[src/rtl/expr_pkg.sv]
// Shared constants and state type for the expression tokenizer.
// Operator token values are the ASCII codes of the operator characters.
package expr_pkg;

  localparam logic [7:0] OP_LPAR  = 8'd40;
  localparam logic [7:0] OP_RPAR  = 8'd41;
  localparam logic [7:0] OP_MUL   = 8'd42;
  localparam logic [7:0] OP_ADD   = 8'd43;

  localparam logic [7:0] CH_MINUS = 8'h2D;
  localparam logic [7:0] CH_EQ    = 8'h3D;
  localparam logic [7:0] CH_LF    = 8'h0A;
  localparam logic [7:0] CH_SPACE = 8'h20;

  typedef enum logic [2:0] {
    S_EXPECT = 3'd0,
    S_NUM    = 3'd1,
    S_AFTER  = 3'd2,
    S_FINISH = 3'd3,
    S_DONE   = 3'd4,
    S_ERR    = 3'd5
  } state_t;

  function automatic logic is_digit(input logic [7:0] c);
    return (c >= 8'h30) && (c <= 8'h39);
  endfunction

endpackage

[src/rtl/dec_accumulator.sv]
// Decimal accumulator for the tokenizer: acc = acc*10 + digit modulo 2^WIDTH,
// plus a sticky unary-minus flag; value is the signed (two's complement) result.
module dec_accumulator #(
  parameter int WIDTH = 16
) (
  input  logic             CLK,
  input  logic             RST,
  input  logic             clear,
  input  logic             digit_en,
  input  logic [3:0]       digit,
  input  logic             neg_en,
  output logic [WIDTH-1:0] value,
  output logic             neg
);

  logic [WIDTH-1:0] acc;

  always_ff @(posedge CLK or posedge RST) begin
    if (RST) begin
      acc <= '0;
      neg <= 1'b0;
    end else if (clear) begin
      acc <= '0;
      neg <= 1'b0;
    end else begin
      if (digit_en) acc <= acc * WIDTH'(10) + WIDTH'(digit);
      if (neg_en)   neg <= 1'b1;
    end
  end

  assign value = neg ? (~acc + WIDTH'(1)) : acc;

endmodule

[src/rtl/expr_tokenizer.sv]
// Serial ASCII expression tokenizer feeding MathSolver's packed infix array.
// Handshake: char_data is consumed on a rising edge with char_valid && char_ready && !start; char_ready depends only on state.
module expr_tokenizer
  import expr_pkg::*;
#(
  parameter int LEN   = 19,
  parameter int WIDTH = 16,
  localparam int CW   = $clog2(LEN + 1)
) (
  input  logic                             CLK,
  input  logic                             RST,
  input  logic                             start,
  input  logic                             char_valid,
  input  logic [7:0]                       char_data,
  output logic                             char_ready,
  output logic [1:0][LEN-1:0][WIDTH-1:0]   infix,
  output logic [CW-1:0]                    token_count,
  output logic                             done,
  output logic                             error,
  output logic [2:0]                       state_dbg
);

  state_t           state, state_nxt;
  logic [CW-1:0]    depth, depth_nxt;
  logic [1:0]       wr_n;
  logic [WIDTH-1:0] val0, val1, num_val, op_val;
  logic             flag0, flag1;
  logic             acc_clear, digit_en, neg_en, neg;
  logic             accept, is_dig, is_term, is_addmul, is_rpar;

  assign char_ready = (state == S_EXPECT) || (state == S_NUM) || (state == S_AFTER);
  assign accept     = char_valid && char_ready && !start;
  assign done       = (state == S_DONE);
  assign error      = (state == S_ERR);
  assign state_dbg  = state;

  assign is_dig    = is_digit(char_data);
  assign is_term   = (char_data == CH_EQ) || (char_data == CH_LF);
  assign is_addmul = (char_data == OP_ADD) || (char_data == OP_MUL);
  assign is_rpar   = (char_data == OP_RPAR);
  assign op_val    = WIDTH'(char_data);

  dec_accumulator #(.WIDTH(WIDTH)) u_acc (
    .CLK      (CLK),
    .RST      (RST),
    .clear    (acc_clear || start),
    .digit_en (digit_en),
    .digit    (char_data[3:0]),
    .neg_en   (neg_en),
    .value    (num_val),
    .neg      (neg)
  );

  always_comb begin
    state_nxt = state;
    depth_nxt = depth;
    wr_n      = 2'd0;
    val0      = '0;
    flag0     = 1'b0;
    val1      = '0;
    flag1     = 1'b0;
    acc_clear = 1'b0;
    digit_en  = 1'b0;
    neg_en    = 1'b0;
    if (accept) begin
      case (state)
        S_EXPECT: begin
          val0  = op_val;
          flag0 = 1'b1;
          if (is_dig) begin
            digit_en  = 1'b1;
            state_nxt = S_NUM;
          end else if (char_data == CH_MINUS && !neg) begin
            neg_en = 1'b1;
          end else if (char_data == OP_LPAR && !neg) begin
            wr_n      = 2'd1;
            depth_nxt = depth + CW'(1);
          end else if (char_data != CH_SPACE) begin
            state_nxt = S_ERR;
          end
        end
        S_NUM: begin
          // The number always lands in the first slot; a trailing operator goes second.
          val0  = num_val;
          val1  = op_val;
          flag1 = 1'b1;
          if (is_dig) begin
            digit_en = 1'b1;
          end else if (is_addmul) begin
            wr_n      = 2'd2;
            acc_clear = 1'b1;
            state_nxt = S_EXPECT;
          end else if (is_rpar && depth != '0) begin
            wr_n      = 2'd2;
            acc_clear = 1'b1;
            depth_nxt = depth - CW'(1);
            state_nxt = S_AFTER;
          end else if (is_term) begin
            wr_n      = 2'd1;
            acc_clear = 1'b1;
            state_nxt = S_FINISH;
          end else if (char_data == CH_SPACE) begin
            wr_n      = 2'd1;
            acc_clear = 1'b1;
            state_nxt = S_AFTER;
          end else begin
            state_nxt = S_ERR;
          end
        end
        S_AFTER: begin
          val0  = op_val;
          flag0 = 1'b1;
          if (is_addmul) begin
            wr_n      = 2'd1;
            state_nxt = S_EXPECT;
          end else if (is_rpar && depth != '0) begin
            wr_n      = 2'd1;
            depth_nxt = depth - CW'(1);
          end else if (is_term) begin
            state_nxt = S_FINISH;
          end else if (char_data != CH_SPACE) begin
            state_nxt = S_ERR;
          end
        end
        default: ;
      endcase
      // A character whose tokens would not all fit writes nothing at all.
      if (({1'b0, token_count} + (CW+1)'(wr_n)) > (CW+1)'(LEN)) begin
        state_nxt = S_ERR;
        wr_n      = 2'd0;
        depth_nxt = depth;
        acc_clear = 1'b0;
      end
    end else if (state == S_FINISH) begin
      state_nxt = (depth == '0) ? S_DONE : S_ERR;
    end
  end

  always_ff @(posedge CLK or posedge RST) begin
    if (RST) begin
      state       <= S_EXPECT;
      depth       <= '0;
      token_count <= '0;
      infix       <= '0;
    end else if (start) begin
      state       <= S_EXPECT;
      depth       <= '0;
      token_count <= '0;
      infix       <= '0;
    end else begin
      state       <= state_nxt;
      depth       <= depth_nxt;
      token_count <= token_count + CW'(wr_n);
      for (int i = 0; i < LEN; i++) begin
        if (wr_n != 2'd0 && token_count == CW'(i)) begin
          infix[0][i] <= val0;
          infix[1][i] <= WIDTH'(flag0);
        end
        if (wr_n == 2'd2 && (token_count + CW'(1)) == CW'(i)) begin
          infix[0][i] <= val1;
          infix[1][i] <= WIDTH'(flag1);
        end
      end
    end
  end

endmodule

[config.mk]
export PLATFORM = sky130hd
export DESIGN_NAME = expr_tokenizer
export DESIGN_NICKNAME = d
export VERILOG_FILES = /design/src/rtl/expr_pkg.sv /design/src/rtl/dec_accumulator.sv /design/src/rtl/expr_tokenizer.sv
export SDC_FILE = /design/constraint.sdc
export NUM_CORES = 1
export LEC_CHECK = 0
export ABC_AREA = 0
export CAP_MARGIN = 10
export CORE_AREA = 2 2 246 248
export DETAILED_ROUTE_END_ITERATION = 7
export DIE_AREA = 0 0 248 250
export HOLD_SLACK_MARGIN = 0.05
export PLACE_DENSITY = 0.56
export SLEW_MARGIN = 30
export SYNTH_ARGS = -nofsm -noshare
export SYNTH_HDL_FRONTEND = slang
export SYNTH_SLANG_ARGS = --single-unit
export TNS_END_PERCENT = 100
[constraint.sdc]
create_clock -name CLK -period 16.87 [get_ports CLK]
set_input_delay 3.374 -clock CLK [delete_from_list [all_inputs] [get_ports CLK]]
set_output_delay 3.374 -clock CLK [all_outputs]
set_load 0.02 [all_outputs]
==> results of run 1 <==
## metrics by stage
step	hold WS [ns]	setup slack (ns)
after floorplan	0.510	3.70
after global placement	0.459	7.85
after detailed placement	0.465	7.72
after CTS	0.479	8.31
after global routing	0.497	7.92
final	0.473	8.28
## final timing paths
path                               to  slack (ns)  depth (start not counted)
min in group asynchronous  infix[121]        3.30                          2
min                        infix[174]        0.47                          2
max                         infix[41]        8.28                         16
min reg2reg                infix[174]        0.47                          2
max reg2reg                 infix[41]       11.52                         14
max in group asynchronous  infix[253]       11.82                          4
## final cells by class
class                   instances  area share [%]
well taps                     782            4.11
inverters                      44           0.725
diodes                          3          0.0315
repair buffers                398            16.3
clock buffers                  60            4.99
clock inverters                 9           0.368
multi-input cells            1436            36.4
flip-flops and latches        353            37.1
## placed cells by master (no fill, tap or decap), types with 11 or more instances in the layout
cell,instances
xnor2_1,32
clkdlybuf4s50_1,344
o21ai_1,24
o31ai_1,158
nor2b_1,12
o21a_1,22
nand2_1,266
clkbuf_1,11
nand3_1,22
a21oi_1,67
nor3_2,11
a211oi_1,16
inv_1,43
nor2_1,124
mux2_2,40
clkbuf_16,42
conb_1,285
o21ai_0,79
nor3b_1,32
nor3_1,12
a31oi_1,18
dfrtp_1,353
buf_4,48
ha_1,36
nand2b_1,12
## worst register-to-register path, stage by stage (launching register included)
cell	delay, ns
dfrtp_1	0.41
or4_4	0.56
o21ai_4	0.25
a21o_1	0.19
o22a_1	0.14
o21ai_0	0.14
ha_1	0.27
fa_1	0.38
and3b_1	0.20
a21o_1	0.18
o211ai_1	0.16
nand2_1	0.48
a211oi_4	0.69
a211o_1	0.78
mux2_2	0.43
## flip-flops by register name, indices dropped and copies added, names as in the netlist
name         cells
infix          323
u_acc.acc       16
depth            5
token_count      5
state_dbg        3
u_acc.neg        1
## logic make-up (layout without fill, tap and decap cells)
family | count (synthesis) | count (layout)
simple gates | 555 | 555
buf+inv | 466 | 511
compound gates | 463 | 463
flops | 353 | 353
mux | 50 | 50
xor+xnor | 42 | 42
fa+ha+maj | 41 | 41
other cells | 1 | 288
## layer usage
metal / vias up / GRT usage (%) / wire (um)
met3: 88 / 4.37 / 4200
met4: 2 / 4.96 / 1300
met5: - / 0 / 11
li1: 6860 / - / -
met1: 7291 / 27.3 / 27800
met2: 477 / 32.4 / 30100
## power by group
part / switching (W) / total (W) / internal, W
Combinational: 0.000189 / 0.000267 / 0.0000778
Clock: 0.000362 / 0.000864 / 0.000502
Sequential: 0.0000185 / 0.000890 / 0.000871
==> run metrics, run 1 <==
startpoint types=input pin; # Post-CTS Setup Buffers=0; GRT Resource Usage Total=between 20% and 30%; main combinational cell family by area after synthesis=compound AO/OA/AOI/OAI gates; LEAKAGE=roughly 10 nW; RSZ-0062 raised after global routing=false; Die Span X=248 um; Seq cells post-synth=353; Finished Layout Cells=3085; I/O pins=~630; min Tclk post-route=8.59 ns; total power=0.00202 W; via count=approximately 15000; clock sink total=353; Critical Setup Path Class=input pin to flop; CTS tree=built; Largest stage delay, worst path=0.78 ns; layout cells sized above 1=10.1%; Vias/cell=4.77; WL/cell=roughly 20 um; DRC Markers=0; DP HPWL=43500 um; period utilisation layout=50.9%; hold crit path type=flop to flop; setup violators final=0; Layout area overhead=25.2%; Placeable Area=59600 um^2; dominant cell type by area after synthesis=dfrtp_1; fraction of registers with async set/reset=100%; Hold Buf Count CTS=0; Post-Synth XOR/XNOR Area=2.01%; Die Span Y=250 um; clk buf depth=3; Fin Setup TNS=0 ns; largest fanout on the critical path=26; first-pass GRT wire length=around 94000 um; Final Slew Violations=0; drt initial violations=between 900 and 1000; Crit. End Element=flop; area of the mapped netlist=19000 um^2; clock root buffer=clkbuf_16; CP Buf/Inv Count=2; Final ANT Viol Nets=0; CP dominant cell by count=o21ai_0; num rows=90; reg2reg start=depth[1]; largest net degree at the start of global routing=84; EDFF count, synth=0; die area=62000 um^2; initial core utilization=a little under a third; Worst Max-Slew Pin Slew=0.925 ns; CP delay by family, top=compound AO/OA/AOI/OAI gates; register area share after synthesis=around 46%; Worst Hold Launch=infix[174]; multi-input logic area=about 8700 um^2; H-tree Lvls=2; vias in the first global route=14000; Crit-path slowest cell=a211o_1; number of max-cap violations=0; Design Area, Final=23800 um^2; TritonRoute pass-1 iters=7; CP Cell Sequence=clkdlybuf4s50_1 > inv_1 > nor4b_1 > o21ai_0 > a21o_1 > o22a_1 > o21ai_0 > ha_1 > fa_1 > and3b_1 > a21oi_1 > o211ai_1 > nand2_1 > a211oi_4 > a211o_1 > mux2_2; worst setup path start=char_data[1]; Port Buffers=345; register area=8830 um^2; Arr. time, crit path=9.02 ns; top_reg_cell synth=dfrtp_1; Synth Area in Compound Gates=roughly 17%; synthesized netlist cell count=1971; Post-Synth Simple-Gate Area=13.2%; Reg clk slew, reported paths=0.06 ns; Synth Area in Adders=2.89%; global placement routability congestion=0.810; Final Hold Fails=0; maximum vdd ir drop=50.9 uV; Synth top cells by count=dfrtp_1, buf_4, nand2_1; post-layout util=~40%; Synthesis Warnings=0; Power Density=84.8 nW/um^2; Detailed Route WL=63500 um; largest cells by area after synthesis=dfrtp_1, buf_4, o31ai_1, nand2_1, nor2_1; mux cell area share after synthesis=2.93%; post-synth top area share=46.4%; FMAX=116 MHz; Cells after DPL=between 3000 and 4000; CTS buffer count=41; Nets=2327; post-synthesis cell type count=78; initial antenna violation count=2; GRT overflow=0; Layout fillers=just under 6000; Post-CTS Resized=0; dpl cell area=roughly 22000 um^2; outcome=complete, no violations; Clk Latency, worst-skew pair=between 0.5 and 0.6 ns; relative slew slack=38.1%; Post-Route Skew=roughly 0.026 ns; required time worst endpoint=17.31 ns; syn_area_per_cell=9.65 um^2; count leader, synth=dfrtp_1
No activity file was read; power rests on OpenSTA's default activity.
==> inputs of run 2 (changes only) <==
Settings changed: CORE_AREA 2 2 246 248 to 2 2 243 245, DIE_AREA 0 0 248 250 to 0 0 245 247, PLACE_DENSITY 0.56 to 0.6.
Clock period 16.87 ns to 7.69 ns, I/O delays scaled along.
==> run metrics, run 2 (synthesized netlist as in run 1, its figures left out) <==
startpoint types=input pin; clock root buffer=clkbuf_16; CTS tree=built; Reg clk slew, reported paths=0.06 ns (about the same); relative slew slack=35.4% (-2.7 points); Power Density=190 nW/um^2 (+120%); GRT overflow=0 (unchanged); Layout fillers=5663 (-3.5%); reg2reg start=depth[1]; maximum vdd ir drop=137 uV (+170%); WHS Endpoint=infix[284]; DRC Markers=0 (unchanged); TritonRoute pass-1 iters=6 (-1); FMAX=160 MHz; Port Buffers=345 (unchanged); Worst Max-Slew Pin Slew=0.970 ns (+0.0445 ns); Die Span Y=247 um (-1.2%); multi-input logic area=8630 um^2 (-0.38%); commonest non-fill, non-tap cell in the layout=dfrtp_1; Critical Setup Path Class=input pin to flop; pre-CTS WS=0.903 ns (-6.81 ns); DP HPWL=43000 um (-1.3%); top flop regs=infix x323, u_acc.acc x16; hold crit path type=flop to flop; drt initial violations=964 (+1.0%); WL/cell=20.3 um (-1.4%); via count=14800 (+0.49%); layout cells sized above 1=10.7% (+0.63 points); I/O pins=631 (unchanged); reg-to-reg setup timing slack=2.78 ns (-8.74 ns); global placement routability congestion=0.824 (+1.8%); Detailed Route WL=62600 um (-1.3%); Layout area overhead=26.1%; R2R Path End=infix[5]; Hold Buf Count CTS=0 (unchanged); initial antenna violation count=4 (+2); largest net degree at the start of global routing=170 (+100%); period utilisation layout=81.1%; Reg2Reg Depth=17 (+3); largest fanout on the critical path=17 (-35%); H-tree Lvls=2 (unchanged); max reg flops=323 (unchanged); register area=8830 um^2 (unchanged); initial core utilization=32.7% (+0.73 points); Final ANT Viol Nets=0 (unchanged); first-pass GRT wire length=91400 um (-2.3%); Final Slew Violations=0 (unchanged); min Tclk post-route=6.24 ns; dpl cell area=22500 um^2 (+0.29%); outcome=complete, no violations; most flop-heavy register=infix; Placeable Area=58200 um^2 (-2.2%); GRT Resource Usage Total=20.1% (+0.034 points); # Post-CTS Setup Buffers=0 (unchanged); Post-CTS Resized=0 (unchanged); Fin Setup TNS=0 ns (unchanged); Final Hold Fails=0 (unchanged); number of max-cap violations=0 (unchanged); vias in the first global route=14000 (+0.086%); clk buf depth=3 (unchanged); commonest non-fill, non-tap cells in the layout=dfrtp_1, clkdlybuf4s50_1, conb_1; RSZ-0062 raised after global routing=false; WHS=0.474 ns (+0.00134 ns); num rows=89 (-1.1%); Nets=2338 (+0.47%); die area=60500 um^2 (-2.4%); LEAKAGE=10.6 nW (+0.85%); Clk Latency, worst-skew pair=0.56 ns (about the same); hold depth=2 (unchanged); Final Worst Setup Slack=1.45 ns (-6.83 ns); CTS buffer count=42 (+2.4%); Die Span X=245 um (-1.2%); Crit. End Element=flop; Arr. time, crit path=6.71 ns (-2.31 ns); clock sink total=353 (unchanged); Design Area, Final=24000 um^2 (+0.69%); Worst Hold Launch=infix[284]; Vias/cell=4.79 (+0.33%); required time worst endpoint=8.16 ns (-9.15 ns); Post-Route Skew=0.0260 ns (-0.000188 ns); setup violators final=0 (unchanged)
[run 2: cell count changes in the layout (fill, tap and decap cells not counted), moves of 2 or more]
| cell | change |
|---|---|
| a311o_1 | +2 |
| clkbuf_8 | +2 |
| nor3_4 | -2 |
| nor3_2 | +2 |
| clkinvlp_4 | +2 |
| buf_4 | +8 |
| bufinv_16 | +2 |
| a311o_2 | -2 |
| clkbuf_1 | -4 |
| clkinv_2 | +2 |
| buf_12 | +3 |
| inv_6 | +2 |
[run 2: worst max-delay path by stage]
stage	to	slack (ns)	startpoint	cells after the start
after floorplan	depth[0]	1.42	RST	1
after global placement	infix[85]	0.89	char_data[2]	18
after detailed placement	infix[85]	0.90	char_data[2]	19
after CTS	infix[85]	1.48	char_data[2]	19
after global routing	infix[3]	0.99	char_data[2]	19
final	infix[5]	1.45	char_data[2]	18
[run 2: area by class of cell]
class                           instances  area share, %
Sequential cell                       353           36.8
Multi-Input combinational cell       1436           36.0
Timing Repair Buffer                  408           16.6
Clock buffer                           59           5.11
Tap cell                              773           4.03
Inverter                               44          0.704
Clock inverter                         14          0.657
Antenna cell                            3         0.0313
[run 2: worst max-delay path, cell delays in order]
cell	delay, ns
clkdlybuf4s50_1	0.60
nor2_1	0.33
or4b_1	0.55
a21o_1	0.24
o22a_1	0.16
o21ai_0	0.30
ha_1	0.24
fa_1	0.18
and3b_1	0.20
a21oi_1	0.08
o211ai_1	0.34
nand4_1	0.36
nor2_1	0.25
buf_4	0.27
a211o_1	0.58
buf_4	0.28
nor2_1	0.05
a31oi_1	0.14
[run 2: layer usage]
layer | up-vias | GRT usage, % | share of wire [%] | wire length, um
met2 | 518 | 33.3 | 48 | 30100
li1 | 6884 | - | - | -
met4 | 0 | 5.27 | 2.3 | 1460
met5 | - | 0 | 0 | 0
met1 | 7299 | 26.6 | 43 | 27100
met3 | 89 | 4.38 | 6.3 | 3980
[run 2: per-stage QoR]
step / std cells / util [%] / total power, W
after detailed placement: 3012 / 38.7 / 0.00257
after global routing: 3087 / 41.2 / 0.00474
final: 3090 / 41.2 / 0.00456
after global placement: 3008 / 38.6 / 0.00256
after floorplan: 2255 / - / 0.00247
after CTS: 3085 / 41.1 / 0.00462
[run 2: power breakdown]
| group | switching, W | total [W] | internal (W) |
|---|---|---|---|
| combinational | 0.000411 | 0.000585 | 0.000174 |
| clock | 0.000812 | 0.00202 | 0.00121 |
| sequential | 0.0000401 | 0.00195 | 0.00191 |
| total | 0.00126 | 0.00456 | 0.00329 |
